### config.mk
export PLATFORM = sky130hd
export DESIGN_NAME = sar_search_flat
export DESIGN_NICKNAME = d
export VERILOG_FILES = /design/src/rtl/sar_search_pkg.sv /design/src/rtl/sar_search_if.sv /design/src/rtl/sar_search.sv /design/src/flat_wrapper.sv
export SDC_FILE = /design/constraint.sdc
export NUM_CORES = 1
export LEC_CHECK = 0
export BUFFER_PORTS_ARGS = -buffer_cell sky130_fd_sc_hd__buf_2
export CORE_ASPECT_RATIO = 0.8
export CORE_MARGIN = 10
export CORE_UTILIZATION = 30
export CTS_CLUSTER_DIAMETER = 80
export DETAILED_ROUTE_END_ITERATION = 6
export SYNTH_ARGS = -nofsm -noshare
export SYNTH_HDL_FRONTEND = slang
export SYNTH_SLANG_ARGS = --single-unit
### constraint.sdc
create_clock -name clk -period 7.6 [get_ports clk]
set_input_delay 0.38 -clock clk [delete_from_list [all_inputs] [get_ports clk]]
set_output_delay 0.38 -clock clk [all_outputs]
set_load 0.02 [all_outputs]
### src/rtl/sar_search_pkg.sv
// Shared types and constants for the successive-approximation search engine.
package sar_search_pkg;

    // Default probe/result width and the top of the search range.
    localparam int unsigned SAR_WIDTH = 4;
    localparam int unsigned PROBE_MAX = (2 ** SAR_WIDTH) - 1;

    // Search controller states, 2-bit encoding.
    typedef enum logic [1:0] {
        StIdle   = 2'd0,
        StSearch = 2'd1,
        StDone   = 2'd2
    } state_t;

    // Comparator flag patterns as {A_eq_B, A_gt_B, A_lt_B}.
    localparam logic [2:0] FLAGS_EQ = 3'b100;
    localparam logic [2:0] FLAGS_GT = 3'b010;
    localparam logic [2:0] FLAGS_LT = 3'b001;

endpackage

### src/rtl/sar_search_if.sv
// Handshake, probe and comparator-flag bundle between the search engine and its user.
interface sar_search_if
    import sar_search_pkg::*;
#(
    parameter int unsigned WIDTH = SAR_WIDTH
);
    logic             start;
    logic             A_eq_B;
    logic             A_gt_B;
    logic             A_lt_B;
    logic [WIDTH-1:0] probe;
    logic             busy;
    logic             done;
    logic             found;
    logic             err;
    logic [WIDTH-1:0] result;

    // Requester side: issues start, supplies comparator flags, observes the search.
    modport master (
        output start,
        output A_eq_B,
        output A_gt_B,
        output A_lt_B,
        input  probe,
        input  busy,
        input  done,
        input  found,
        input  err,
        input  result
    );

    // Search engine side.
    modport slave (
        input  start,
        input  A_eq_B,
        input  A_gt_B,
        input  A_lt_B,
        output probe,
        output busy,
        output done,
        output found,
        output err,
        output result
    );
endinterface

### src/rtl/sar_search.sv
// Successive-approximation search engine: binary-searches an unknown comparator target
// by driving probe values onto the comparator b input, one probe per cycle.
module sar_search
    import sar_search_pkg::*;
#(
    parameter int unsigned WIDTH = SAR_WIDTH
) (
    input logic         clk,
    input logic         rst,
    sar_search_if.slave bus
);

    // Upper search bound, kept WIDTH+1 bits wide like lo/hi.
    localparam logic [WIDTH:0] HiMax = {1'b0, {WIDTH{1'b1}}};

    state_t           state_q;
    logic [WIDTH:0]   lo_q;
    logic [WIDTH:0]   hi_q;
    logic [WIDTH-1:0] probe_q;
    logic [WIDTH-1:0] result_q;
    logic             busy_q;
    logic             done_q;
    logic             found_q;
    logic             err_q;

    logic [2:0]       flags;
    logic [WIDTH:0]   probe_ext;
    logic [WIDTH:0]   probe_inc;
    logic [WIDTH:0]   probe_dec;

    // Midpoint of [a, b]; the extra sum bit keeps lo+hi from overflowing.
    function automatic logic [WIDTH-1:0] mid(input logic [WIDTH:0] a, input logic [WIDTH:0] b);
        logic [WIDTH+1:0] sum;
        sum = {1'b0, a} + {1'b0, b};
        return sum[WIDTH:1];
    endfunction

    assign flags     = {bus.A_eq_B, bus.A_gt_B, bus.A_lt_B};
    assign probe_ext = {1'b0, probe_q};
    // probe_inc may reach 2**WIDTH and probe_dec may go all-ones at probe 0; both are caught by
    // the range-empty tests below before they can be used as a new probe.
    assign probe_inc = probe_ext + 1'b1;
    assign probe_dec = probe_ext - 1'b1;

    // Search controller: state, bounds and all registered outputs.
    always_ff @(posedge clk) begin
        if (rst) begin
            state_q  <= StIdle;
            lo_q     <= '0;
            hi_q     <= '0;
            probe_q  <= '0;
            result_q <= '0;
            busy_q   <= 1'b0;
            done_q   <= 1'b0;
            found_q  <= 1'b0;
            err_q    <= 1'b0;
        end else begin
            done_q <= 1'b0;
            case (state_q)
                StIdle: begin
                    if (bus.start) begin
                        lo_q    <= '0;
                        hi_q    <= HiMax;
                        probe_q <= mid('0, HiMax);
                        found_q <= 1'b0;
                        err_q   <= 1'b0;
                        busy_q  <= 1'b1;
                        state_q <= StSearch;
                    end
                end
                StSearch: begin
                    case (flags)
                        FLAGS_EQ: begin
                            result_q <= probe_q;
                            found_q  <= 1'b1;
                            busy_q   <= 1'b0;
                            done_q   <= 1'b1;
                            state_q  <= StDone;
                        end
                        FLAGS_GT: begin
                            lo_q <= probe_inc;
                            if (probe_inc > hi_q) begin
                                found_q <= 1'b0;
                                busy_q  <= 1'b0;
                                done_q  <= 1'b1;
                                state_q <= StDone;
                            end else begin
                                probe_q <= mid(probe_inc, hi_q);
                            end
                        end
                        FLAGS_LT: begin
                            hi_q <= probe_dec;
                            if (probe_ext == lo_q) begin
                                found_q <= 1'b0;
                                busy_q  <= 1'b0;
                                done_q  <= 1'b1;
                                state_q <= StDone;
                            end else begin
                                probe_q <= mid(lo_q, probe_dec);
                            end
                        end
                        default: begin
                            // No flag or several flags: comparator output is not trustworthy.
                            err_q   <= 1'b1;
                            found_q <= 1'b0;
                            busy_q  <= 1'b0;
                            done_q  <= 1'b1;
                            state_q <= StDone;
                        end
                    endcase
                end
                StDone: begin
                    state_q <= StIdle;
                end
                default: begin
                    state_q <= StIdle;
                    busy_q  <= 1'b0;
                end
            endcase
        end
    end

    assign bus.probe  = probe_q;
    assign bus.busy   = busy_q;
    assign bus.done   = done_q;
    assign bus.found  = found_q;
    assign bus.err    = err_q;
    assign bus.result = result_q;

endmodule

### src/flat_wrapper.sv
// flat-port wrapper written by rule: the top's interface ports become plain ports
module sar_search_flat import sar_search_pkg::*;
#(
    parameter int unsigned WIDTH = SAR_WIDTH
)
  (clk, rst, bus_start, bus_A_eq_B, bus_A_gt_B, bus_A_lt_B, bus_probe, bus_busy, bus_done, bus_found, bus_err, bus_result);
  sar_search_if #(.WIDTH(WIDTH)) bus_i ();
  input logic clk;
  input logic rst;
  input wire logic [$bits(bus_i.start)-1:0] bus_start;
  input wire logic [$bits(bus_i.A_eq_B)-1:0] bus_A_eq_B;
  input wire logic [$bits(bus_i.A_gt_B)-1:0] bus_A_gt_B;
  input wire logic [$bits(bus_i.A_lt_B)-1:0] bus_A_lt_B;
  output wire logic [$bits(bus_i.probe)-1:0] bus_probe;
  output wire logic [$bits(bus_i.busy)-1:0] bus_busy;
  output wire logic [$bits(bus_i.done)-1:0] bus_done;
  output wire logic [$bits(bus_i.found)-1:0] bus_found;
  output wire logic [$bits(bus_i.err)-1:0] bus_err;
  output wire logic [$bits(bus_i.result)-1:0] bus_result;
  assign bus_i.start = bus_start;
  assign bus_i.A_eq_B = bus_A_eq_B;
  assign bus_i.A_gt_B = bus_A_gt_B;
  assign bus_i.A_lt_B = bus_A_lt_B;
  assign bus_probe = bus_i.probe;
  assign bus_busy = bus_i.busy;
  assign bus_done = bus_i.done;
  assign bus_found = bus_i.found;
  assign bus_err = bus_i.err;
  assign bus_result = bus_i.result;
  sar_search #(.WIDTH(WIDTH)) u_core (.clk(clk), .rst(rst), .bus(bus_i));
endmodule
Word-level counts from Yosys, hierarchy flattened
Index checks and enable logic that the tools add are counted.
Storage, ports and cells
  bits in writable memories: 0
  bits in registers: 24
  memories kept: 0
  bits in latches: 0
  output and inout bits: 12
  memory bits (read-only): 0
Cells by class
  magnitude comparators: 1
  reduce and logical (&&, ||, !) cells: 12
  bitwise gates (word level): 2
  muxes and demuxes: 29
  shift-type cells: 0
  div/mod/pow operators: 0
  add/sub/neg operators: 4
  eq/ne operators: 15
  multipliers: 0
Operators with widths (count)
  $mux W5: 4
  $pmux W5 S2: 2
  $pmux W4 S2: 2
  $mux W4: 3
  $reduce_and A3 Y1: 4
  $add A5 B5 Y5: 2
  $ne A3 B2 Y1 const B: 3
  $pmux W1 S2: 4
  $pmux W2 S2: 2
  $reduce_and A4 Y1: 2
  $mux W1: 7
  $mux W2: 3
  $ne A2 B2 Y1 const B: 3
  $ne A3 B3 Y1 const B: 2
  $pmux W1 S3: 2
  $add A4 B1 Y5 const B: 1
  $eq A4 B5 Y1: 1
  $gt A5 B5 Y1: 1
  $reduce_and A5 Y1: 1
  $sub A4 B1 Y5 const B: 1
  $eq A3 B1 Y1 const B: 1
  $eq A3 B2 Y1 const B: 1
  $eq A3 B3 Y1 const B: 1
  $reduce_or A3 Y1: 1
  8 further kinds: 9

Depth between registers and ports, before layout
Gate-level depths: netlist (run 1).
  depth in word-level cells: 5
  depth in mapped cells: 9
  gate-level depth less buffers: 9

Worst setup path before layout (run 1)
No wires, ideal clock.
  path type: register -> register
  start: reg u_core.probe_q[0] (netlist: u_core.bus.probe[0])
  end: reg u_core.probe_q[0] (netlist: u_core.bus.probe[0])
  stages on the path, launching flop included: 9
  setup time: 0.121 ns
  data required time: 7.479 ns
  slack: 4.943 ns
  arrival: 2.536 ns
  path buffers: 0
  clock period less this slack: 2.657 ns
  cells stage by stage: dfxtp_1 -> inv_1 -> ha_1 -> ha_1 -> nand4b_1 -> o221a_1 -> o21a_4 -> nor3_4 -> mux2_4
On the way
  word-level cells in the longest chain between the ends: 5
RTL lines
  from (decl): line sar_search.sv:19  | logic [WIDTH-1:0] probe_q;
  from (signal assigned): line sar_search.sv:64  | probe_q <= mid('0, HiMax);
  from (signal assigned): line sar_search.sv:88  | probe_q <= mid(probe_inc, hi_q);
  from (signal assigned): line sar_search.sv:99  | probe_q <= mid(lo_q, probe_dec);
  $sub A4 B1 Y5 / $add A4 B1 Y5 (equally long branches): line sar_search.sv:43, sar_search.sv:42
  $add A5 B5 Y5: line sar_search.sv:34  | sum = {1'b0, a} + {1'b0, b};
  $mux W4, on equally long branches: line sar_search.sv:93, sar_search.sv:82
  $pmux W4 S2: line sar_search.sv:72  | case (flags)
  $pmux W4 S2: line sar_search.sv:59  | case (state_q)
Parallel ways exist; a longest one is shown, timed or not. The select of a mux whose other input is x is not followed.
A chain may end at the register's enable or synchronous reset.

Final worst setup path (run 1)
  start: reg u_core.probe_q[0] (netlist: u_core.bus.probe[0])
  end: reg u_core.probe_q[1] (netlist: u_core.bus.probe[1])
The elaborated chain is that of the path after synthesis.

==> results of run 1 <==
## cell type report
cell class | count | area, sq um | area share
inverters | 11 | 41.3 | 0.0226
clock inverters | 1 | 30.0 | 0.0164
clock buffers | 3 | 41.3 | 0.0226
well taps | 62 | 77.6 | 0.0424
repair buffers | 17 | 85.1 | 0.0465
flip-flops and latches | 24 | 480 | 0.263
multi-input cells | 144 | 1070 | 0.587
## sequential cells by signal (all words and copies together), names as in the netlist
register / count
u_core.bus.busy: 1
u_core.bus.done: 1
u_core.bus.err: 1
u_core.bus.found: 1
u_core.bus.probe: 4
u_core.bus.result: 4
u_core.hi_q: 5
u_core.lo_q: 5
u_core.state_q: 2
## cell usage after synthesis (all sizes together)
| cell type | count |
|---|---|
| o221a | 1 |
| o31a | 2 |
| nand2 | 11 |
| or4b | 1 |
| or3 | 2 |
| buf | 3 |
| a311oi | 2 |
| o221ai | 1 |
| o21ai | 4 |
| mux2i | 4 |
| mux2 | 3 |
| a31oi | 1 |
| and2b | 1 |
| xor2 | 9 |
| o211a | 2 |
| nor2b | 2 |
| a21oi | 14 |
| ha | 16 |
| fa | 2 |
| nand4b | 1 |
| nand2b | 6 |
| nor4b | 1 |
| o21a | 1 |
| dfxtp | 24 |
| inv | 11 |
| or2b | 1 |
| o41ai | 1 |
| a22oi | 1 |
| clkbuf | 5 |
| nor4 | 2 |
| nor3 | 4 |
| a21o | 1 |
| o211ai | 3 |
| nand3 | 4 |
| a211oi | 3 |
| xnor2 | 4 |
| and3 | 1 |
| nor2 | 27 |
| nor3b | 4 |
| and2 | 1 |
## power groups by stage
| stage | clock [mW] | combinational [mW] | sequential (mW) |
|---|---|---|---|
| after CTS | 0.120 | 0.124 | 0.144 |
| after global placement | 0 | 0.124 | 0.147 |
| after detailed placement | 0 | 0.123 | 0.147 |
| after global routing | 0.125 | 0.140 | 0.145 |
| after floorplan | 0 | 0.0910 | 0.148 |
| final | 0.116 | 0.124 | 0.144 |
## worst min-delay path, cell delays in order, from the launching register on
cell	delay [ps]
dfxtp_1	330
nand2_1	60
a21oi_1	50
## worst paths after layout
kind	to	slack, ps
worst max register to register	u_core.bus.probe[1]	4800
worst min-delay path	u_core.lo_q[0]	480
worst min register to register	u_core.lo_q[0]	480
worst max-delay path	u_core.bus.probe[1]	4800
## routing by layer
layer,track usage,vias up
met4,0.0243,0
met1,0.136,613
met5,0,-
li1,-,680
met2,0.139,28
met3,0.0337,4
## logic make-up (layout without fill, tap and decap cells)
| group | after synthesis | in the layout | synth area share |
|---|---|---|---|
| adders and majority gates | 18 | 18 | 0.148 |
| xor gates and xnor gates | 13 | 13 | 0.0699 |
| buffers and inverters | 19 | 32 | 0.0461 |
| DFF | 24 | 24 | 0.295 |
| muxes | 7 | 7 | 0.0500 |
| and+or+nand+nor | 69 | 69 | 0.234 |
| AOI/OAI and AO/OA | 37 | 37 | 0.158 |
## stage by stage
stage          instance area [sq um]  power, mW  hold WS [ps]  cells  utilization
2_1_floorplan                   1630      0.239           436    187            -
3_3_place_gp                    1760      0.270           458    258        0.343
3_5_place_dp                    1760      0.270           465    258        0.343
4_1_cts                         1830      0.388           479    262        0.357
5_1_grt                         1830      0.410           505    262        0.357
6_report                        1830      0.384           477    262        0.357
==> flow_metrics.env, run 1 <==
export IMPL_finalCritPeriodShare=0.368
export IMPL_crit_buf_inv=1
export IMPL_grt_overflow=0
export IMPL_cp_depth=8
export IMPL_synthDistinctLibCells=45
export IMPL_path_common_cell="ha_1"
export IMPL_cts_htree_levels=1
export IMPL_cts_made_buffers=3
export IMPL_syn_inst=187
export IMPL_top_layer="met4"
export IMPL_hold_viol=0
export IMPL_m1WireLength_microns=2070
export IMPL_grt_pass1_vias=1357
export IMPL_cp_top_family="adder cells"
export IMPL_min_from="u_core.lo_q[0]"
export IMPL_hold_depth=2
export IMPL_drt_wl_total_microns=3970
export IMPL_synth_seq_area_share=0.295
export IMPL_yosys_area_top_type="dfxtp_1"
export IMPL_fin_skew_ps=5.44
export IMPL_hold_buffers=0
export IMPL_worst_slew_pin_slew_ps=902
export IMPL_postCtsSetupRepairBufs=0
export IMPL_die_area_sq_um=8790
export IMPL_clock_latency_ps=280
export IMPL_drc=0
export IMPL_syn_cell_area_sq_um=1630
export IMPL_crit_required_ps=7770
export IMPL_cts_root_buf="clkbuf_8"
export IMPL_seqPwrFrac=0.376
export IMPL_start_kind="register"
export IMPL_relSlewSlack=0.397
export IMPL_final_layout_size_suffix_gt1_frac=0.150
export IMPL_fin_crit_ps=2800
export IMPL_maxSlewViolCount=0
export IMPL_vias=1325
export IMPL_power_density_nw_per_um2=210
export IMPL_layout_setup_ws_ps=4800
export IMPL_combPwrFrac=0.322
export IMPL_synth_top_cell_area_share=0.295
export IMPL_rr_worst_depth=8
export IMPL_crit_arrival_ps=2970
export IMPL_nFillCells=546
export IMPL_dp_hpwl_microns=3140
export IMPL_rsz0062_at_grt="false"
export IMPL_cp_slowest_cell="dfxtp_1"
export IMPL_grt_pass1_wl_microns=6850
export IMPL_gp_congestion=0.887
export IMPL_outcome="finished, final reports clean"
export IMPL_fin_nets=225
export IMPL_clkPwrFrac=0.302
export IMPL_power_leakage_nw=0.815
export IMPL_final_cell_mix="nor2_1, dfxtp_1, buf_2"
export IMPL_ioPinCount=18
export IMPL_yosys_top_cells_area="dfxtp_1, ha_1, nor2_1, xor2_1, a21oi_1"
export IMPL_clk_pin_slew_worst_paths_ps=90
export IMPL_path_cells="inv_1, ha_1, ha_1, nand4b_1, o221a_1, o21a_4, nor3_4, mux2_4"
export IMPL_detailedRoute_firstPassIterationCount=4
export IMPL_grt_max_degree=27
export IMPL_core_sq_um=5120
export IMPL_startpoint="u_core.bus.probe[0]"
export IMPL_io_buffers=17
export IMPL_antenna_found_initial=0
export IMPL_critPathMaxFanout=8
export IMPL_cts_buffer_depth=2
export IMPL_endpoint_kind="register"
export IMPL_ys_seq_elements=24
export IMPL_tritoncts="built"
export IMPL_intPower_mw=0.255
export IMPL_worstSetupPathType="reg -> reg"
export IMPL_place_ws_ps=4840
export IMPL_setup_viol=0
export IMPL_p_sw_mw=0.129
export IMPL_cpPeakStageDelay_ps=500
export IMPL_syn2layout_area_growth_pct=12.3
export IMPL_max_freq_mhz=357
export IMPL_start_util=0.318
export IMPL_synth_nets=211
export IMPL_grtUsageTotal=0.0976
export IMPL_wl_met3_microns=279
export IMPL_timing_rr_start="u_core.bus.probe[0]"
export IMPL_p_sw_frac=0.336
export IMPL_avgSynthCellArea_sq_um=8.70
export IMPL_die_w_microns=102
export IMPL_fin_setup_tns_ps=0
export IMPL_maxCapViolations=0
export IMPL_yosys_warnings=0
export IMPL_rows=23
export IMPL_wl_per_cell_microns=15.1
export IMPL_dr_first_iter_drc_count=97
export IMPL_die_y_microns=85.9
export IMPL_wl_met2_microns=1570
export IMPL_cts_resized=0
export IMPL_ant_nets=0
export IMPL_clock_sinks=24
export IMPL_min_path_type="reg -> reg"
export IMPL_num_antenna_cells=0
export IMPL_peakVddDrop_uv=100
export IMPL_layout_commonest_cell="nor2_1"
export IMPL_vias_per_cell=5.06
(Power assumes the default switching activity.)
==> run 2: changes to the inputs <==
Clock period 7.6 ns to 2.58 ns, I/O delays scaled along.
==> run 2 against run 1 <==
  * Via count increased by 2.2%
  * Design area increased by 7.6%
  * Utilization increased by 2.7 points
  * Worst setup slack got worse by 4700 ps
  * Sequential share of layout area decreased by 1.4 points
  * Clock-buffer cell count increased by 1
  * Cell count increased by 5.0%
  * Register-to-register slack got worse by 4700 ps
  * First-iteration DRC count decreased by 2.1%
  * Non-clock buffer count increased by 13
  * Clock skew increased by 4.2 ps
  * Largest power group is now combinational logic
  * Highest routed layer is now met3
==> flow_metrics.env, run 2 (synthesis gave the netlist of run 1 again) <==
export IMPL_cts_htree_levels=1
export IMPL_cp_top_family="simple AND/OR/NAND/NOR gates"
export IMPL_wl_met3_microns=310
export IMPL_syn2layout_area_growth_pct=20.8
export IMPL_outcome="finished, final reports clean"
export IMPL_largestRegisters="u_core.hi_q: 5 flops, u_core.lo_q: 5 flops"
export IMPL_power_leakage_nw=0.882
export IMPL_dp_hpwl_microns=3320
export IMPL_ant_nets=0
export IMPL_grt_pass1_wl_microns=7220
export IMPL_detailedRoute_firstPassIterationCount=4
export IMPL_maxCapViolations=0
export IMPL_fin_cells=275
export IMPL_num_antenna_cells=0
export IMPL_die_w_microns=102
export IMPL_vias=1354
export IMPL_wl_per_cell_microns=15.5
export IMPL_grtUsageTotal=0.103
export IMPL_top_layer="met3"
export IMPL_final_layout_size_suffix_gt1_frac=0.244
export IMPL_setup_viol=0
export IMPL_crit_buf_inv=0
export IMPL_rr_worst_depth=8
export IMPL_hold_slack_ps=223
export IMPL_worstSetupPathType="reg -> reg"
export IMPL_die_y_microns=85.9
export IMPL_clk_pin_slew_worst_paths_ps=90
export IMPL_max_freq_mhz=399
export IMPL_path_cells="nand3_1, xnor2_2, ha_1, nand4b_1, o221a_1, o21a_4, nor3_4, mux2_4"
export IMPL_maxSlewViolCount=0
export IMPL_min_path_type="in -> reg"
export IMPL_cts_made_buffers=3
export IMPL_dr_first_iter_drc_count=95
export IMPL_crit_arrival_ps=2680
export IMPL_cp_depth=8
export IMPL_cpPeakStageDelay_ps=400
export IMPL_relSlewSlack=0.666
export IMPL_cp_slowest_cell="dfxtp_4"
export IMPL_drt_wl_total_microns=4280
export IMPL_cts_buffer_depth=2
export IMPL_fin_nets=238
export IMPL_tritoncts="built"
export IMPL_fin_setup_tns_ps=0
export IMPL_power_density_nw_per_um2=580
export IMPL_ioPinCount=18
export IMPL_endpoint_kind="register"
export IMPL_fin_crit_ps=2510
export IMPL_io_buffers=17
export IMPL_critPathMaxFanout=8
export IMPL_vias_per_cell=4.92
export IMPL_start_kind="register"
export IMPL_die_area_sq_um=8790
export IMPL_hold_viol=0
export IMPL_worst_slew_pin_slew_ps=496
export IMPL_finish_utilization=0.384
export IMPL_grt_overflow=0
export IMPL_final_cell_mix="nor2_1, dfxtp_1, buf_2"
export IMPL_drc=0
export IMPL_grt_max_degree=27
export IMPL_core_sq_um=5120
export IMPL_r2r_slack_ps=70
export IMPL_rows=23
export IMPL_fin_skew_ps=9.64
export IMPL_clock_latency_ps=270
export IMPL_gp_congestion=0.877
export IMPL_peakVddDrop_uv=302
export IMPL_crit_required_ps=2750
export IMPL_dp_cells=267
export IMPL_startpoint="u_core.bus.probe[0]"
export IMPL_finalCritPeriodShare=0.971
export IMPL_power_mw=1.14
export IMPL_cts_root_buf="clkbuf_8"
export IMPL_endpoint="u_core.bus.probe[1]"
export IMPL_clock_sinks=24
export IMPL_grt_pass1_vias=1423
export IMPL_wl_met2_microns=1700
export IMPL_reg2reg_to="u_core.bus.probe[1]"
export IMPL_antenna_found_initial=0
export IMPL_timing_rr_start="u_core.bus.probe[0]"
export IMPL_m1WireLength_microns=2270
export IMPL_layout_commonest_cell="nor2_1"
export IMPL_start_util=0.318
run 2: cell types whose count changed in the layout (fill, tap and decap cells not counted), moves of 2 or more:
| cell | previous run | this run |
|---|---|---|
| dfxtp_1 | 24 | 21 |
| dfxtp_4 | 0 | 2 |
| ha_1 | 16 | 13 |
| ha_4 | 0 | 2 |
| buf_4 | 0 | 12 |
run 2: worst min path at each step:
stage                   startpoint        endpoint  slack (ps)  depth (start not counted)
floorplan                bus_start  u_core.hi_q[4]         360                          3
global placement    u_core.lo_q[0]  u_core.lo_q[0]         450                          2
detailed placement  u_core.hi_q[4]  u_core.hi_q[4]         460                          2
CTS                      bus_start  u_core.hi_q[4]         220                          4
global route             bus_start  u_core.hi_q[4]         270                          4
finish                   bus_start  u_core.hi_q[4]         220                          4
run 2: area by class of cell:
type / count / area (sq um)
fillers: 536 / 3160
flip-flops and latches: 24 / 489
multi-input cells: 144 / 1120
clock buffers: 4 / 55.1
inverters: 11 / 41.3
well taps: 62 / 77.6
repair buffers: 30 / 186
run 2: repair_timing:
item / 4_1_cts / 5_1_grt
hold buffers: 0 / 0
endpoints found under the setup margin: 0 / 5
gates resized for setup: 0 / 8
setup buffers: 0 / 4
run 2: metal layers:
metal / GRT usage / vias to the layer above
met4: 0.0153 / 0
met1: 0.148 / 616
li1: - / 704
met2: 0.146 / 34
met3: 0.0377 / 0
met5: 0 / -
run 2: through the flow:
step / instance area [sq um] / setup WS [ps]
after global placement: 1840 / 118
after floorplan: 1640 / 47.3
after CTS: 1890 / 69.2
after detailed placement: 1840 / 91.0
after global routing: 1970 / -35.1
final: 1970 / 74.8
run 2: power breakdown:
| group | switching, mW | leakage [nW] | internal, mW |
|---|---|---|---|
| Sequential | 0.0258 | 0.198 | 0.396 |
| Clock | 0.125 | 0.0288 | 0.136 |
| Combinational | 0.253 | 0.655 | 0.203 |
run 2: tightest hold or removal path, cell delays in order:
cell and delay [ps]:
buf_2 100, nand2_1 90, nand3_1 90, a21oi_1 50
